==> src/rtl/nexusv_fetch_unit_pkg.sv <==
// -----------------------------------------------------------------------------
// nexusv_fetch_unit_pkg
// Shared definitions for the nexusV instruction fetch stage:
//   NOP_INSTR     - canonical RISC-V NOP (addi x0,x0,0) shown when no instr is held
//   RESET_VECTOR  - default fetch address after reset
//   fetch_state_t - fetch FSM state encoding
//   is_misaligned - helper flagging a non word-aligned fetch target
// -----------------------------------------------------------------------------
package nexusv_fetch_unit_pkg;

    localparam logic [31:0] NOP_INSTR    = 32'h0000_0013;
    localparam logic [31:0] RESET_VECTOR = 32'h0000_0000;

    typedef enum logic [1:0] {
        ST_IDLE = 2'b00,
        ST_REQ  = 2'b01,
        ST_WAIT = 2'b10
    } fetch_state_t;

    function automatic logic is_misaligned(input logic [1:0] low_bits);
        return (low_bits != 2'b00);
    endfunction

endpackage

==> src/rtl/nexusv_fetch_queue.sv <==
// -----------------------------------------------------------------------------
// nexusv_fetch_queue
// Synchronous prefetch FIFO of {pc, instr} pairs between instruction memory
// and the decoder. Flush empties the queue and wins over push/pop in the same
// cycle. Push while full is accepted only when a pop happens in that cycle.
// The head is presented combinationally from storage; when empty the head
// reads as {pc=0, instr=NOP_INSTR}.
// Ports:
//   clk, rst_n        clock / asynchronous active-low reset
//   i_push            write {i_push_pc, i_push_instr} at the tail
//   i_pop             consume the head entry
//   i_flush           discard every entry
//   o_head_pc/instr   head entry contents
//   o_count           number of held entries
//   o_full, o_empty   occupancy flags
// -----------------------------------------------------------------------------
module nexusv_fetch_queue #(
    parameter  int DEPTH = 2,
    parameter  int XLEN  = 32,
    localparam int PW    = $clog2(DEPTH),
    localparam int CW    = PW + 1
) (
    input  logic            clk,
    input  logic            rst_n,
    input  logic            i_push,
    input  logic [XLEN-1:0] i_push_pc,
    input  logic [31:0]     i_push_instr,
    input  logic            i_pop,
    input  logic            i_flush,
    output logic [XLEN-1:0] o_head_pc,
    output logic [31:0]     o_head_instr,
    output logic [CW-1:0]   o_count,
    output logic            o_full,
    output logic            o_empty
);
    import nexusv_fetch_unit_pkg::*;

    logic [XLEN-1:0] r_pc    [DEPTH];
    logic [31:0]     r_instr [DEPTH];
    logic [PW-1:0]   r_wr_ptr;
    logic [PW-1:0]   r_rd_ptr;
    logic [CW-1:0]   r_count;

    logic w_full;
    logic w_empty;
    logic w_do_push;
    logic w_do_pop;

    assign w_full    = (r_count == CW'(DEPTH));
    assign w_empty   = (r_count == {CW{1'b0}});
    assign w_do_pop  = i_pop & ~w_empty;
    // A simultaneous pop frees the slot the push needs.
    assign w_do_push = i_push & (~w_full | w_do_pop);

    // Storage, pointers and occupancy; pointers wrap naturally (DEPTH is 2^n).
    always_ff @(posedge clk or negedge rst_n) begin
        if (!rst_n) begin
            for (int i = 0; i < DEPTH; i++) begin
                r_pc[i]    <= {XLEN{1'b0}};
                r_instr[i] <= NOP_INSTR;
            end
            r_wr_ptr <= {PW{1'b0}};
            r_rd_ptr <= {PW{1'b0}};
            r_count  <= {CW{1'b0}};
        end else if (i_flush) begin
            r_wr_ptr <= {PW{1'b0}};
            r_rd_ptr <= {PW{1'b0}};
            r_count  <= {CW{1'b0}};
        end else begin
            if (w_do_push) begin
                r_pc[r_wr_ptr]    <= i_push_pc;
                r_instr[r_wr_ptr] <= i_push_instr;
                r_wr_ptr          <= r_wr_ptr + PW'(1);
            end
            if (w_do_pop) begin
                r_rd_ptr <= r_rd_ptr + PW'(1);
            end
            case ({w_do_push, w_do_pop})
                2'b10:   r_count <= r_count + CW'(1);
                2'b01:   r_count <= r_count - CW'(1);
                default: r_count <= r_count;
            endcase
        end
    end

    // Head view; an empty queue shows a NOP so the decoder never sees stale data.
    always_comb begin
        o_head_pc    = {XLEN{1'b0}};
        o_head_instr = NOP_INSTR;
        if (w_empty) begin
            o_head_pc    = {XLEN{1'b0}};
            o_head_instr = NOP_INSTR;
        end else begin
            o_head_pc    = r_pc[r_rd_ptr];
            o_head_instr = r_instr[r_rd_ptr];
        end
    end

    assign o_count = r_count;
    assign o_full  = w_full;
    assign o_empty = w_empty;

endmodule

==> src/rtl/nexusv_fetch_unit.sv <==
// -----------------------------------------------------------------------------
// nexusv_fetch_unit
// Instruction fetch stage for nexusV. Owns the fetch PC, issues one word read
// at a time to instruction memory (valid/ready), and buffers returned words
// with their PCs in nexusv_fetch_queue for the decoder (valid/ready).
// Redirects flush the queue, retarget the PC and discard any in-flight data.
// Optional feature macro: FETCH_MISALIGN_TRAP_EN
//   defined   : misaligned redirect pulses fetch_fault, captures fault_pc and
//               halts requests until the next aligned redirect
//   undefined : redirect_pc[1:0] is ignored (treated as 2'b00)
// Ports:
//   clk, rst_n                         clock / asynchronous active-low reset
//   imem_req_valid/ready/addr          instruction read request
//   imem_rsp_valid/data                in-order read response
//   ir_valid/ready, ir_instr, ir_pc    queue head to decoder
//   fetch_pc                           next address to be requested
//   redirect_valid, redirect_pc        branch/jump/trap retarget
//   fetch_fault, fault_pc              (FETCH_MISALIGN_TRAP_EN only)
// -----------------------------------------------------------------------------
module nexusv_fetch_unit
    import nexusv_fetch_unit_pkg::*;
#(
    parameter int              XLEN       = 32,
    parameter logic [XLEN-1:0] RESET_PC   = RESET_VECTOR,
    parameter int              FIFO_DEPTH = 2
) (
    input  logic            clk,
    input  logic            rst_n,
    output logic            imem_req_valid,
    input  logic            imem_req_ready,
    output logic [XLEN-1:0] imem_req_addr,
    input  logic            imem_rsp_valid,
    input  logic [XLEN-1:0] imem_rsp_data,
    output logic            ir_valid,
    input  logic            ir_ready,
    output logic [31:0]     ir_instr,
    output logic [XLEN-1:0] ir_pc,
    output logic [XLEN-1:0] fetch_pc,
`ifdef FETCH_MISALIGN_TRAP_EN
    output logic            fetch_fault,
    output logic [XLEN-1:0] fault_pc,
`endif
    input  logic            redirect_valid,
    input  logic [XLEN-1:0] redirect_pc
);

    localparam int CW = $clog2(FIFO_DEPTH) + 1;

    fetch_state_t    r_state;
    fetch_state_t    w_state_nxt;
    logic [XLEN-1:0] r_fetch_pc;
    logic [XLEN-1:0] w_fetch_pc_nxt;
    logic [XLEN-1:0] r_req_pc;        // PC of the outstanding request
    logic            r_drop;          // outstanding response belongs to a flushed path
    logic            w_drop_nxt;

    logic [XLEN-1:0] w_redirect_target;
    logic            w_target_bad;
    logic            w_halted;

    logic            w_accept;
    logic            w_q_push;
    logic            w_q_pop;
    logic            w_q_full;
    logic            w_q_empty;
    logic [CW-1:0]   w_q_count;
    logic [CW:0]     w_occ_after_push;

    assign w_accept = (r_state == ST_REQ) & imem_req_ready;
    // Responses only count while a request is outstanding; flush beats push and pop.
    assign w_q_push = (r_state == ST_WAIT) & imem_rsp_valid & ~r_drop & ~redirect_valid;
    assign w_q_pop  = ~w_q_empty & ir_ready & ~redirect_valid;
    assign w_occ_after_push = {1'b0, w_q_count} + (CW+1)'(1) - (CW+1)'(w_q_pop);

`ifdef FETCH_MISALIGN_TRAP_EN
    logic            r_halt;
    logic            r_fault;
    logic [XLEN-1:0] r_fault_pc;

    assign w_redirect_target = redirect_pc;
    assign w_target_bad      = redirect_valid & is_misaligned(redirect_pc[1:0]);
    assign w_halted          = r_halt;

    // Fault pulse, captured target, and request halt until an aligned redirect.
    always_ff @(posedge clk or negedge rst_n) begin
        if (!rst_n) begin
            r_halt     <= 1'b0;
            r_fault    <= 1'b0;
            r_fault_pc <= {XLEN{1'b0}};
        end else begin
            r_fault <= w_target_bad;
            if (redirect_valid) begin
                r_halt <= w_target_bad;
            end else begin
                r_halt <= r_halt;
            end
            if (w_target_bad) begin
                r_fault_pc <= redirect_pc;
            end else begin
                r_fault_pc <= r_fault_pc;
            end
        end
    end

    assign fetch_fault = r_fault;
    assign fault_pc    = r_fault_pc;
`else
    logic w_unused_low;

    assign w_redirect_target = {redirect_pc[XLEN-1:2], 2'b00};
    assign w_unused_low      = ^redirect_pc[1:0];
    assign w_target_bad      = 1'b0;
    assign w_halted          = 1'b0;
`endif

    // Fetch FSM next state, next PC and drop-flag update.
    always_comb begin
        w_state_nxt    = r_state;
        w_fetch_pc_nxt = r_fetch_pc;
        w_drop_nxt     = r_drop;
        if (redirect_valid) begin
            w_fetch_pc_nxt = w_redirect_target;
            case (r_state)
                ST_REQ: begin
                    if (w_accept) begin
                        // Memory took the old address: wait it out and discard it.
                        w_state_nxt = ST_WAIT;
                        w_drop_nxt  = 1'b1;
                    end else begin
                        w_state_nxt = w_target_bad ? ST_IDLE : ST_REQ;
                        w_drop_nxt  = 1'b0;
                    end
                end
                ST_WAIT: begin
                    if (imem_rsp_valid) begin
                        w_state_nxt = w_target_bad ? ST_IDLE : ST_REQ;
                        w_drop_nxt  = 1'b0;
                    end else begin
                        w_state_nxt = ST_WAIT;
                        w_drop_nxt  = 1'b1;
                    end
                end
                default: begin
                    w_state_nxt = w_target_bad ? ST_IDLE : ST_REQ;
                    w_drop_nxt  = 1'b0;
                end
            endcase
        end else begin
            case (r_state)
                ST_IDLE: begin
                    if (!w_halted && !w_q_full) begin
                        w_state_nxt = ST_REQ;
                    end else begin
                        w_state_nxt = ST_IDLE;
                    end
                end
                ST_REQ: begin
                    if (w_accept) begin
                        w_state_nxt    = ST_WAIT;
                        w_fetch_pc_nxt = r_fetch_pc + XLEN'(4);
                    end else begin
                        w_state_nxt = ST_REQ;
                    end
                end
                ST_WAIT: begin
                    if (imem_rsp_valid) begin
                        w_drop_nxt = 1'b0;
                        if (r_drop) begin
                            w_state_nxt = (w_halted || w_q_full) ? ST_IDLE : ST_REQ;
                        end else if (w_occ_after_push < (CW+1)'(FIFO_DEPTH)) begin
                            w_state_nxt = ST_REQ;
                        end else begin
                            w_state_nxt = ST_IDLE;
                        end
                    end else begin
                        w_state_nxt = ST_WAIT;
                    end
                end
                default: begin
                    w_state_nxt = ST_IDLE;
                    w_drop_nxt  = 1'b0;
                end
            endcase
        end
    end

    // Fetch FSM state, fetch PC and outstanding-request bookkeeping.
    always_ff @(posedge clk or negedge rst_n) begin
        if (!rst_n) begin
            r_state    <= ST_IDLE;
            r_fetch_pc <= RESET_PC;
            r_req_pc   <= {XLEN{1'b0}};
            r_drop     <= 1'b0;
        end else begin
            r_state    <= w_state_nxt;
            r_fetch_pc <= w_fetch_pc_nxt;
            r_drop     <= w_drop_nxt;
            if (w_accept) begin
                r_req_pc <= r_fetch_pc;
            end else begin
                r_req_pc <= r_req_pc;
            end
        end
    end

    nexusv_fetch_queue #(
        .DEPTH (FIFO_DEPTH),
        .XLEN  (XLEN)
    ) u_queue (
        .clk          (clk),
        .rst_n        (rst_n),
        .i_push       (w_q_push),
        .i_push_pc    (r_req_pc),
        .i_push_instr (imem_rsp_data[31:0]),
        .i_pop        (w_q_pop),
        .i_flush      (redirect_valid),
        .o_head_pc    (ir_pc),
        .o_head_instr (ir_instr),
        .o_count      (w_q_count),
        .o_full       (w_q_full),
        .o_empty      (w_q_empty)
    );

    assign imem_req_valid = (r_state == ST_REQ);
    assign imem_req_addr  = r_fetch_pc;
    assign fetch_pc       = r_fetch_pc;
    assign ir_valid       = ~w_q_empty;

endmodule
==> config.mk <==
export PLATFORM = sky130hd
export DESIGN_NAME = nexusv_fetch_unit
export DESIGN_NICKNAME = d
export VERILOG_FILES = /design/src/rtl/nexusv_fetch_unit_pkg.sv /design/src/rtl/nexusv_fetch_queue.sv /design/src/rtl/nexusv_fetch_unit.sv
export SDC_FILE = /design/constraint.sdc
export NUM_CORES = 1
export LEC_CHECK = 0
export ABC_AREA = 1
export BUFFER_PORTS_ARGS = -buffer_cell sky130_fd_sc_hd__buf_2
export CAP_MARGIN = 20
export CORE_MARGIN = 2
export CORE_UTILIZATION = 30
export CTS_CLUSTER_DIAMETER = 150
export DETAILED_ROUTE_END_ITERATION = 10
export HOLD_SLACK_MARGIN = 0.06
export PLACE_DENSITY = 0.58
export SYNTH_ARGS = -nofsm -noshare
export SYNTH_HDL_FRONTEND = slang
export SYNTH_SLANG_ARGS = --single-unit
==> constraint.sdc <==
create_clock -name clk -period 1.58 [get_ports clk]
set_input_delay 0.237 -clock clk [delete_from_list [all_inputs] [get_ports clk]]
set_output_delay 0.237 -clock clk [all_outputs]
set_load 0.03 [all_outputs]
==> metrics.txt <==
crit share post-route=122%; Die W=between 150 and 200 µm; Cell Area, Synth=roughly 9600 µm²; first-pass GRT wire length=between 50 and 60 mm; clock skew=around 18 ps; launch point of the worst hold path=redirect_pc[25]; critical path's largest stage delay=~420 ps; crit end category=output port; fin util=approximately half; initial core utilization=30.5%; worst slack, placed=-59.8 ps; 1st-pass router iterations=5; Sink Count=191; status=finished with violations; DRT antenna net count=0; final hold violations=0; Critical Path AT=around 1700 ps; Hold EP=fetch_pc[25]; Top-Level Pins=200; number of flops mapped to enable cells by yosys=0; crit-path cells=buf_12 -> clkinv_16 -> clkbuf_16 -> nand2_2 -> a21oi_4 -> buf_6; CP Launch Type=register; GPL Wtd Cong=roughly 0.82; synth warn=0; minimum clock period=a little under 2000 ps; Crit. Startpoint=u_queue.r_rd_ptr; Hold Path Cell Cnt=5; hpwl dp=19.4 mm; Slowest-stage cell, CP=dfrtp_2; Via Count=between 9k and 10k; violated checks=setup timing; Total Power=around 24 mW; share of flip-flops with an asynchronous set or reset=100%; clk slew on worst S/H paths=roughly 90 ps; Cells after Synth=~1.3k; PortBufs=between 150 and 200; top cells by area, synth=dfrtp_1, nand2_1, o21ai_1; Core Footprint=31600 µm²; CTS HTree Levels=4; All-Layer GR Usage=approximately 19%; drc violations=0; Ant. Diodes=0; drt first-iter violations=~620; Worst Slack Setup Final=-347 ps; total congestion overflow=0; worst reg2reg path endpoint=u_queue.r_instr[30]; Routed WL=around 36 mm; Fill cells=around 2.8k; area leader, netlist=dfrtp_1; worst reg2reg path depth=13; Clock Latency Late Sink=roughly 450 ps; row count=65; Avg WL per Cell=about 19 µm; Synth top area share=48.2%; # nets final=approximately 1.6k; Crit path max-delay family=buffers and inverters; clk buf depth=2; share of layout cells above drive strength 1=a little under half; Vert. Die Dim=around 180 µm; Post-synth top flop=dfrtp_1; Yosys cell types=33; Max Clk Rate=just over 500 MHz; CP max FO=6; final max-slew violation count=0; Final Setup Violations=between 200 and 250; Num CTS Buffers=17; Leak Pwr=around 7.3 nW; CTS tree=built; die area=between 30000 and 40000 µm²; Worst EP required=1340 ps; RSZ-0062 raised after global routing=yes; initial antenna violation count=0; Worst Hold Class=in -> reg; vias in the first global route=roughly 9k; root buffer cell=clkbuf_16; Worst IR Drop VDD=0.000831 V; critical path class=reg -> out; worst path bufs/invs=4; sequential area share after synthesis=49.8%; reg2reg start=r_state[0]; Avg Cell Area, Syn=between 7 and 8 µm²; largest net degree at the start of global routing=57; Yosys reg bits=between 150 and 200; Layout area overhead=64.4%; reg-to-reg slack, setup=-330 ps; power per cell area=about 1500 nW/µm²; number of max-cap violations=0; vias per inst=a little under 5
registers in the layout (all words and copies together) (netlist names):
name / cells
r_req_pc: 30
u_queue.o_count: 2
fetch_pc: 30
u_queue.r_instr: 64
u_queue.r_pc: 60
r_state: 2
u_queue.r_rd_ptr: 1
u_queue.r_wr_ptr: 1
r_drop: 1
stage by stage:
step	hold WS (ps)	cell area (µm²)	setup TNS [ps]	instances
after floorplan	-58.6	9850	-185	1259
after global placement	128	11400	-326	1817
after detailed placement	131	11400	-1820	1817
after CTS	61.3	14100	-42820	1943
after global routing	74.3	15800	-64180	1965
final	62.8	15800	-49640	1965
report_power, final:
| part | switching [mW] | internal [mW] | leakage [nW] |
|---|---|---|---|
| combinational | 6.98 | 5.33 | 4.47 |
| sequential | 1.28 | 6.20 | 2.49 |
| clock | 2.31 | 2.32 | 0.305 |
| total | 10.6 | 13.9 | 7.27 |
area by class of cell:
cell class | count | area, µm² | area share (%)
clock inverter | 15 | 216 | 1.37
timing repair inverter | 1 | 16.3 | 0.103
clock buffer | 17 | 425 | 2.69
timing repair buffer | 367 | 3900 | 24.7
sequential | 191 | 4790 | 30.3
inverter | 133 | 544 | 3.44
tap | 402 | 503 | 3.18
multi-input combinational | 839 | 5400 | 34.2
how the worst max path moves through the flow:
| stage | to | slack, ps | cells past startpoint |
|---|---|---|---|
| 3_3_place_gp | fetch_pc[30] | -20 | 9 |
| 4_1_cts | ir_pc[13] | -370 | 5 |
| 2_1_floorplan | ir_instr[0] | -60 | 4 |
| 6_report | ir_pc[19] | -350 | 6 |
| 5_1_grt | u_queue.r_instr[30] | -430 | 12 |
| 3_5_place_dp | u_queue.r_pc[44] | -60 | 11 |
cell usage in the layout (no fill, tap or decap), types with 7 or more instances in the layout:
| cell | instances |
|---|---|
| buf_2 | 126 |
| dlygate4sd3_1 | 36 |
| xor2_1 | 9 |
| o21ai_1 | 38 |
| nor2_1 | 55 |
| inv_1 | 122 |
| nand2_1 | 294 |
| a21oi_4 | 22 |
| buf_6 | 82 |
| dfrtp_1 | 180 |
| buf_16 | 20 |
| a21oi_2 | 37 |
| clkbuf_16 | 30 |
| buf_4 | 52 |
| nand2_2 | 74 |
| nand2_4 | 95 |
| o21ai_2 | 90 |
| nand3_1 | 24 |
| buf_12 | 30 |
| o21ai_0 | 58 |
| buf_8 | 7 |
| clkinv_8 | 8 |
cell families (layout without fill, tap and decap cells):
| logic type | count (synthesis) | after routing | synth area share [%] |
|---|---|---|---|
| compound gates | 258 | 258 | 13.8 |
| other cells | 1 | 6 | 0.0390 |
| flops | 191 | 191 | 49.8 |
| simple gates | 559 | 559 | 23.2 |
| buf+inv | 229 | 533 | 11.5 |
| fa+ha+maj | 5 | 5 | 0.651 |
| xor+xnor | 11 | 11 | 1.00 |
repair_timing:
item                                    in CTS  in global routing
buffers inserted                            34                 17
cloned                                      24                 15
hold buffers                                36                  0
endpoints found under the hold margin      235                  0
gates resized for setup                    230                396
pin swaps                                   12                 55
endpoints found under the setup margin     177                219
cells in the mapped netlist, types with 5 or more instances:
cell type,count
a21oi_1,65
buf_2,8
buf_4,37
buf_6,13
clkbuf_1,36
dfrtp_1,185
dfstp_2,6
ha_1,5
inv_1,130
nand2_1,458
nand3_1,27
nor2_1,57
o21ai_0,75
o21ai_1,107
o21ai_2,5
xor2_1,9
worst register-to-register path, cell delays in order (launching register included):
cell and delay, ps:
dfrtp_1 410, inv_2 100, ha_4 150, nand2_4 50, inv_4 60, nand2_4 60, nor2_8 90, buf_6 100
buf_6 90, nand3_4 130, buf_12 200, clkbuf_16 200, nand2_2 60, o21ai_1 70
metal layers:
layer / part of all wire, % / track usage, %
met1: 41 / 24.9
met3: 5.8 / 3.61
met5: 0 / 0
met4: 3.8 / 6.46
met2: 50 / 33.2
No activity file was read; power rests on OpenSTA's default activity.
